File: src/rtl/mp2_cpu.sv
// mp2_cpu: multicycle RV32I core (no FENCE/ECALL/CSR) with a single
// request/response memory port. Every instruction is fetched through MAR/MDR
// into IR, decoded, and then either executed in one cycle or sent down the
// load or store path. PC is written exactly once per instruction, at its end.
module mp2_cpu (
  input  logic        clk,
  input  logic        rst,
  input  logic        mem_resp,
  input  logic [31:0] mem_rdata,
  output logic        mem_read,
  output logic        mem_write,
  output logic [3:0]  mem_byte_enable,
  output logic [31:0] mem_address,
  output logic [31:0] mem_wdata
);

  localparam logic [6:0] OPC_LOAD   = 7'b0000011;
  localparam logic [6:0] OPC_IMM    = 7'b0010011;
  localparam logic [6:0] OPC_AUIPC  = 7'b0010111;
  localparam logic [6:0] OPC_STORE  = 7'b0100011;
  localparam logic [6:0] OPC_OP     = 7'b0110011;
  localparam logic [6:0] OPC_LUI    = 7'b0110111;
  localparam logic [6:0] OPC_BRANCH = 7'b1100011;
  localparam logic [6:0] OPC_JALR   = 7'b1100111;
  localparam logic [6:0] OPC_JAL    = 7'b1101111;

  localparam logic [31:0] RESET_PC = 32'h0000_0060;

  typedef enum logic [3:0] {
    S_FETCH1, S_FETCH2, S_FETCH3, S_DECODE, S_EXEC,
    S_CALC_ADDR, S_LD1, S_LD2, S_ST1, S_ST2
  } state_t;

  state_t state, state_next;

  logic [31:0] pc, mar, mdr, ir;
  logic [31:0] regs [32];

  // Instruction fields and immediates
  logic [6:0]  opcode;
  logic [4:0]  rd, rs1, rs2;
  logic [2:0]  funct3;
  logic        funct7_5;
  logic [31:0] i_imm, s_imm, b_imm, u_imm, j_imm;

  assign opcode   = ir[6:0];
  assign rd       = ir[11:7];
  assign funct3   = ir[14:12];
  assign rs1      = ir[19:15];
  assign rs2      = ir[24:20];
  assign funct7_5 = ir[30];

  assign i_imm = {{20{ir[31]}}, ir[31:20]};
  assign s_imm = {{20{ir[31]}}, ir[31:25], ir[11:7]};
  assign b_imm = {{19{ir[31]}}, ir[31], ir[7], ir[30:25], ir[11:8], 1'b0};
  assign u_imm = {ir[31:12], 12'b0};
  assign j_imm = {{11{ir[31]}}, ir[31], ir[19:12], ir[20], ir[30:21], 1'b0};

  // x0 always reads as zero
  logic [31:0] rs1_val, rs2_val;
  assign rs1_val = (rs1 == 5'd0) ? 32'd0 : regs[rs1];
  assign rs2_val = (rs2 == 5'd0) ? 32'd0 : regs[rs2];

  logic [31:0] pc_plus4;
  assign pc_plus4 = pc + 32'd4;

  logic load_ok, store_ok;
  assign load_ok  = funct3 inside {3'b000, 3'b001, 3'b010, 3'b100, 3'b101};
  assign store_ok = funct3 inside {3'b000, 3'b001, 3'b010};

  // Byte lane of the current data access; drives both store and load shifting
  logic [4:0] lane_shift;
  assign lane_shift = {mar[1:0], 3'b000};

  // ALU shared by OP-IMM and OP; SUB only exists for register-register ops
  logic [31:0] alu_b, alu_out;
  assign alu_b = (opcode == OPC_OP) ? rs2_val : i_imm;

  // Arithmetic/logic result for the current instruction
  always_comb begin
    // NOTE: every path assigns a default first so no latch is inferred.
    alu_out = '0;
    case (funct3)
      3'b000: alu_out = (opcode == OPC_OP && funct7_5) ? rs1_val - alu_b : rs1_val + alu_b;
      3'b001: alu_out = rs1_val << alu_b[4:0];
      3'b010: alu_out = {31'd0, $signed(rs1_val) < $signed(alu_b)};
      3'b011: alu_out = {31'd0, rs1_val < alu_b};
      3'b100: alu_out = rs1_val ^ alu_b;
      3'b101: alu_out = funct7_5 ? 32'($signed(rs1_val) >>> alu_b[4:0]) : rs1_val >> alu_b[4:0];
      3'b110: alu_out = rs1_val | alu_b;
      default: alu_out = rs1_val & alu_b;
    endcase
  end

  // Branch condition; undefined funct3 values never take the branch
  logic branch_taken;
  always_comb begin
    branch_taken = 1'b0;
    case (funct3)
      3'b000: branch_taken = (rs1_val == rs2_val);
      3'b001: branch_taken = (rs1_val != rs2_val);
      3'b100: branch_taken = ($signed(rs1_val) < $signed(rs2_val));
      3'b101: branch_taken = !($signed(rs1_val) < $signed(rs2_val));
      3'b110: branch_taken = (rs1_val < rs2_val);
      3'b111: branch_taken = !(rs1_val < rs2_val);
      default: branch_taken = 1'b0;
    endcase
  end

  // Load data: align the addressed byte/halfword to bit 0, then extend
  logic [31:0] load_shifted, load_data;
  assign load_shifted = mdr >> lane_shift;
  always_comb begin
    load_data = load_shifted;
    case (funct3)
      3'b000:  load_data = {{24{load_shifted[7]}}, load_shifted[7:0]};
      3'b001:  load_data = {{16{load_shifted[15]}}, load_shifted[15:0]};
      3'b100:  load_data = {24'd0, load_shifted[7:0]};
      3'b101:  load_data = {16'd0, load_shifted[15:0]};
      default: load_data = load_shifted;
    endcase
  end

  // Store lanes: shifted into place and truncated, misaligned accesses are not split
  logic [3:0] store_be;
  always_comb begin
    store_be = 4'b1111;
    case (funct3[1:0])
      2'b00:   store_be = 4'b0001 << mar[1:0];
      2'b01:   store_be = 4'b0011 << mar[1:0];
      default: store_be = 4'b1111;
    endcase
  end

  // MAR, IR and the register file hold still during ST1, so these stay stable
  assign mem_address     = {mar[31:2], 2'b00};
  assign mem_wdata       = rs2_val << lane_shift;
  assign mem_byte_enable = (state == S_ST1) ? store_be : 4'b1111;

  logic        pc_we, mar_we, mdr_we, ir_we, rd_we;
  logic [31:0] pc_next, mar_next, rd_wdata;

  // Control: next state, memory handshake and write enables
  always_comb begin
    state_next = state;
    mem_read   = 1'b0;
    mem_write  = 1'b0;
    pc_we      = 1'b0;
    pc_next    = pc_plus4;
    mar_we     = 1'b0;
    mar_next   = pc;
    mdr_we     = 1'b0;
    ir_we      = 1'b0;
    rd_we      = 1'b0;
    rd_wdata   = alu_out;
    case (state)
      S_FETCH1: begin
        mar_we     = 1'b1;
        mar_next   = pc;
        state_next = S_FETCH2;
      end
      S_FETCH2: begin
        mem_read = 1'b1;
        if (mem_resp) begin
          mdr_we     = 1'b1;
          state_next = S_FETCH3;
        end
      end
      S_FETCH3: begin
        ir_we      = 1'b1;
        state_next = S_DECODE;
      end
      S_DECODE: begin
        if ((opcode == OPC_LOAD && load_ok) || (opcode == OPC_STORE && store_ok))
          state_next = S_CALC_ADDR;
        else
          state_next = S_EXEC;
      end
      S_EXEC: begin
        pc_we      = 1'b1;
        state_next = S_FETCH1;
        case (opcode)
          OPC_IMM, OPC_OP: begin
            rd_we    = 1'b1;
            rd_wdata = alu_out;
          end
          OPC_LUI: begin
            rd_we    = 1'b1;
            rd_wdata = u_imm;
          end
          OPC_AUIPC: begin
            rd_we    = 1'b1;
            rd_wdata = pc + u_imm;
          end
          OPC_BRANCH: begin
            if (branch_taken) pc_next = pc + b_imm;
          end
          OPC_JAL: begin
            rd_we    = 1'b1;
            rd_wdata = pc_plus4;
            pc_next  = pc + j_imm;
          end
          OPC_JALR: begin
            // Target uses rs1 as read this cycle, before rd is overwritten
            if (funct3 == 3'b000) begin
              rd_we    = 1'b1;
              rd_wdata = pc_plus4;
              pc_next  = (rs1_val + i_imm) & ~32'd1;
            end
          end
          default: ;
        endcase
      end
      S_CALC_ADDR: begin
        mar_we     = 1'b1;
        mar_next   = rs1_val + ((opcode == OPC_STORE) ? s_imm : i_imm);
        state_next = (opcode == OPC_STORE) ? S_ST1 : S_LD1;
      end
      S_LD1: begin
        mem_read = 1'b1;
        if (mem_resp) begin
          mdr_we     = 1'b1;
          state_next = S_LD2;
        end
      end
      S_LD2: begin
        rd_we      = 1'b1;
        rd_wdata   = load_data;
        pc_we      = 1'b1;
        state_next = S_FETCH1;
      end
      S_ST1: begin
        mem_write = 1'b1;
        if (mem_resp) state_next = S_ST2;
      end
      S_ST2: begin
        pc_we      = 1'b1;
        state_next = S_FETCH1;
      end
      default: state_next = S_FETCH1;
    endcase
  end

  // State register
  always_ff @(posedge clk or negedge rst) begin
    // NOTE: sequential state uses non-blocking assignments so every register
    // samples pre-edge values regardless of block ordering.
    if (!rst) state <= S_FETCH1;
    else      state <= state_next;
  end

  // Architectural and staging registers
  always_ff @(posedge clk or negedge rst) begin
    if (!rst) begin
      pc  <= RESET_PC;
      mar <= '0;
      mdr <= '0;
      ir  <= '0;
    end else begin
      if (pc_we)  pc  <= pc_next;
      if (mar_we) mar <= mar_next;
      if (mdr_we) mdr <= mem_rdata;
      if (ir_we)  ir  <= mdr;
    end
  end

  // Register file write port; x0 is never written
  always_ff @(posedge clk or negedge rst) begin
    // NOTE: the register file must read zero after reset, so the array is
    // reset explicitly; this keeps it in flops rather than a RAM macro.
    if (!rst) begin
      for (int i = 0; i < 32; i++) regs[i] <= '0;
    end else if (rd_we && rd != 5'd0) begin
      regs[rd] <= rd_wdata;
    end
  end

endmodule

File: config.mk
export PLATFORM = sky130hd
export DESIGN_NAME = mp2_cpu
export DESIGN_NICKNAME = d
export VERILOG_FILES = /design/src/rtl/mp2_cpu.sv
export SDC_FILE = /design/constraint.sdc
export NUM_CORES = 2
export LEC_CHECK = 0
export ABC_CLOCK_PERIOD_IN_PS = 8200
export BUFFER_PORTS_ARGS = -buffer_cell sky130_fd_sc_hd__buf_4
export CAP_MARGIN = 5
export CORE_MARGIN = 5
export CORE_UTILIZATION = 60
export CTS_BUF_LIST = sky130_fd_sc_hd__clkbuf_16
export CTS_CLUSTER_SIZE = 30
export DETAILED_ROUTE_END_ITERATION = 8
export MAX_ROUTING_LAYER = met4
export PLACE_DENSITY = 0.81
export REMOVE_ABC_BUFFERS = 1
export SLEW_MARGIN = 20
export SYNTH_ARGS = -nofsm -noshare
export SYNTH_HDL_FRONTEND = slang
export SYNTH_SLANG_ARGS = --single-unit
File: constraint.sdc
create_clock -name clk -period 8.2 [get_ports clk]
set_clock_uncertainty 0.15 [all_clocks]
set_input_delay 1.64 -clock clk [delete_from_list [all_inputs] [get_ports clk]]
set_output_delay 1.64 -clock clk [all_outputs]
set_load 0.01 [all_outputs]
==> impl_metrics.env <==
export IMPL_synthesized_netlist_cell_count=8332
export IMPL_floorplan_initialDensity_pct=60.3
export IMPL_slew_violations=0
export IMPL_postRouteAntennaNets=0
export IMPL_relSlewSlack_pct=11.3
export IMPL_critPathMaxStageDelay_ps=890
export IMPL_status="complete, but fails checks"
export IMPL_globalplace_congestion=1.11
export IMPL_asyncSetResetFlopFracSynth_pct=100
export IMPL_fin_hold_ws_ps=241
export IMPL_worstMarginPinSlew_ps=1320
export IMPL_layout_drive_gt1_share_pct=17.2
export IMPL_placed_cells=9757
export IMPL_end_kind="flop"
export IMPL_buffers_inserted_during_post_cts_setup_optimization=0
export IMPL_grt_antenna_before_repair=27
export IMPL_worstPathArrival_ps=8300
export IMPL_h_tree_level_count=3
export IMPL_p_per_area_nw_per_um2=446
export IMPL_numCtsBuffers=119
export IMPL_cp_top_family="compound AO/OA/AOI/OAI gates"
export IMPL_finish_cell_count_without_fillers=10000
export IMPL_numClockSinks=1155
export IMPL_path_max_fanout=31
export IMPL_layout_area_overhead_vs_synth_pct=9.45
export IMPL_maxCapViolCount=0
export IMPL_die_area_um2=137000
export IMPL_per_cell_routed_wire_length_um=36.9
export IMPL_grt_overflow_total=0
export IMPL_tritoncts_clock_tree="built"
export IMPL_postSynthAreaPerCell_um2=9.36
export IMPL_grt_setup_unrepaired="false"
export IMPL_rows=132
export IMPL_critical_path_top_cell_by_count="sky130_fd_sc_hd__buf_4"
export IMPL_dr_pass1_iterations=9
export IMPL_top_area_cells_in_the_synthesized_netlist="sky130_fd_sc_hd__dfrtp_1, sky130_fd_sc_hd__mux4_2, sky130_fd_sc_hd__o21ai_0"
export IMPL_first_iter_violations=13300
export IMPL_synth_main_ff_cell="sky130_fd_sc_hd__dfrtp_1"
export IMPL_synth_edff_count=0
export IMPL_path_class="flop to flop"
export IMPL_hold_path_class="flop to flop"
export IMPL_cp_cell_sequence="buf_4 > mux4_2 > mux2_2 > a22oi_1 > nand3_1 > ha_1 > buf_4 > a221oi_1 > or2_2 > o21ai_0 > buf_4 > a211oi_1 > buf_4 > nor2_1 > a221oi_1 > buf_4 > a21o_1 > mux2i_1 > buf_4 > a31oi_1 > o21ai_2 > buf_12 > o21ai_0"
export IMPL_peakVddDrop_mv=0.351
export IMPL_worst_setup_path_start_kind="flop"
export IMPL_die_width_um=370
export IMPL_layout_setup_ws_ps=416
export IMPL_clk_transition_reported_paths_ps=60
export IMPL_critical_path_slowest_cell="sky130_fd_sc_hd__dfrtp_4"
export IMPL_count_of_vias_placed_by_the_detailed_router=77300
export IMPL_clkLatencyLatePin_ps=870
export IMPL_cts_hold_buf=0
export IMPL_hold_viol_final=0
export IMPL_worstPathBufferInverterCount=7
export IMPL_leading_cell_type_in_the_layout_fill_and_taps_excluded="sky130_fd_sc_hd__nand2_1"
export IMPL_most_used_cells_in_the_layout_excluding_fill_and_tap_cells="sky130_fd_sc_hd__nand2_1, sky130_fd_sc_hd__o21ai_0, sky130_fd_sc_hd__dfrtp_1"
export IMPL_finalSetupViolCount=0
export IMPL_synth_warnings=0
export IMPL_drt_drc_violations_left=16
export IMPL_yosysTopAreaCell="sky130_fd_sc_hd__dfrtp_1"
export IMPL_dpl_hpwl_mm=253
export IMPL_post_place_ws_ps=628
export IMPL_fillCellCount=9627
export IMPL_placed_area_um2=81200
export IMPL_max_root_sink_buffers=3
export IMPL_die_h_um=370
export IMPL_timing_final_crit_period_ps=7780
export IMPL_grt_max_degree=189
export IMPL_ys_ff_latch=1155
export IMPL_final_nets=8400
export IMPL_violations="DRC"
export IMPL_wire_length_of_the_first_global_routing_pass_mm=529
export IMPL_portBuffers=102
export IMPL_post_drt_via_cell_ratio=7.72
export IMPL_post_cts_resized_instances=0
export IMPL_fraction_of_the_cycle_the_final_worst_path_needs_pct=94.9
export IMPL_floorplan_core_area_um2=129000
export IMPL_yosys_area_top_type_share_pct=37.0
export IMPL_synth_lib_cells_used_distinct=92
export IMPL_fin_area_um2=85300
export IMPL_track_usage_pct=54.8
export IMPL_routed_wl_mm=370
export IMPL_design_portCount=105
export IMPL_root_buffer="sky130_fd_sc_hd__clkbuf_16"
export IMPL_critical_path_required_ps=8720
export IMPL_power_leakage_nw=36.1
export IMPL_post_synth_instance_area_um2=78000
export IMPL_synth_sequential_area_ratio_pct=37.1
export IMPL_setup_tns_ps=0
export IMPL_maxClockFrequency_mhz=128
export IMPL_number_of_global_route_vias_before_repair=75800
==> through the flow <==
step	power (mW)	util, %
after global placement	30.5	62.8
after floorplan	21.1	-
after CTS	36.5	65.9
after global routing	38.8	66.0
final	38.0	66.0
after detailed placement	30.8	62.8
==> report_power, final <==
part | internal, mW | switching, mW | total (mW)
Combinational | 7.88 | 16.0 | 23.8
Clock | 2.99 | 2.59 | 5.58
Sequential | 6.87 | 1.76 | 8.62
==> final cells by class <==
| class | instances | area, um2 | share of cell area [%] |
|---|---|---|---|
| antenna | 36 | 90.1 | 0.106 |
| clock buffer | 119 | 2980 | 3.49 |
| clock inverter | 106 | 966 | 1.13 |
| inverter | 164 | 616 | 0.721 |
| multi-input combinational | 6221 | 45500 | 53.3 |
| sequential | 1155 | 28900 | 33.9 |
| tap | 1742 | 2180 | 2.55 |
| timing repair buffer | 478 | 4040 | 4.73 |
==> registers in the layout (all words and copies together) (netlist names) <==
register and flops:
pc 31, mdr 32, ir 32, state 4, mar 32, regs 1024
==> path summary, 6_finish.rpt <==
kind                                  from    endpoint  slack (ps)  cells past startpoint
worst max register to register      ir[15]   regs[127]         420                     23
worst max-delay path                ir[15]   regs[127]         420                     23
max in group asynchronous              rst   regs[695]        5280                      3
worst min register to register  regs[1006]  regs[1006]         240                      0
worst min-delay path            regs[1006]  regs[1006]         240                      0
min in group asynchronous              rst      pc[30]         750                      1
==> metal layers <==
layer	up-vias	global-route usage [%]	routed length, um
met5	-	-	0
met4	0	46.4	43000
met3	2681	23.4	56500
met2	7631	77.0	155000
met1	36900	59.9	115000
li1	30100	-	-
==> cell usage after synthesis, types with 69 or more instances <==
cell                          n
sky130_fd_sc_hd__mux4_2     488
sky130_fd_sc_hd__dfrtp_1   1153
sky130_fd_sc_hd__o21ai_0   1229
sky130_fd_sc_hd__ha_1       219
sky130_fd_sc_hd__a21o_1      99
sky130_fd_sc_hd__a21oi_1    451
sky130_fd_sc_hd__o22ai_1     69
sky130_fd_sc_hd__nand2_1   1326
sky130_fd_sc_hd__nor2_1     465
sky130_fd_sc_hd__nand3_1    127
sky130_fd_sc_hd__mux2i_1    315
sky130_fd_sc_hd__mux2_2     130
sky130_fd_sc_hd__xnor2_1     81
sky130_fd_sc_hd__a22oi_1    112
sky130_fd_sc_hd__clkbuf_1   597
sky130_fd_sc_hd__nor3_1      88
sky130_fd_sc_hd__inv_1      155
==> logic make-up (layout without fill, tap and decap cells) <==
family / after synthesis / after routing / synth area share [%]
flops: 1155 / 1155 / 37.1
fa+ha+maj: 226 / 226 / 3.69
mux: 934 / 934 / 20.0
simple gates: 2367 / 2367 / 13.0
xor+xnor: 147 / 147 / 1.65
compound gates: 2545 / 2545 / 19.4
buf+inv: 957 / 867 / 5.08
other cells: 1 / 38 / 0.00481
No activity file was read; power rests on OpenSTA's default activity.
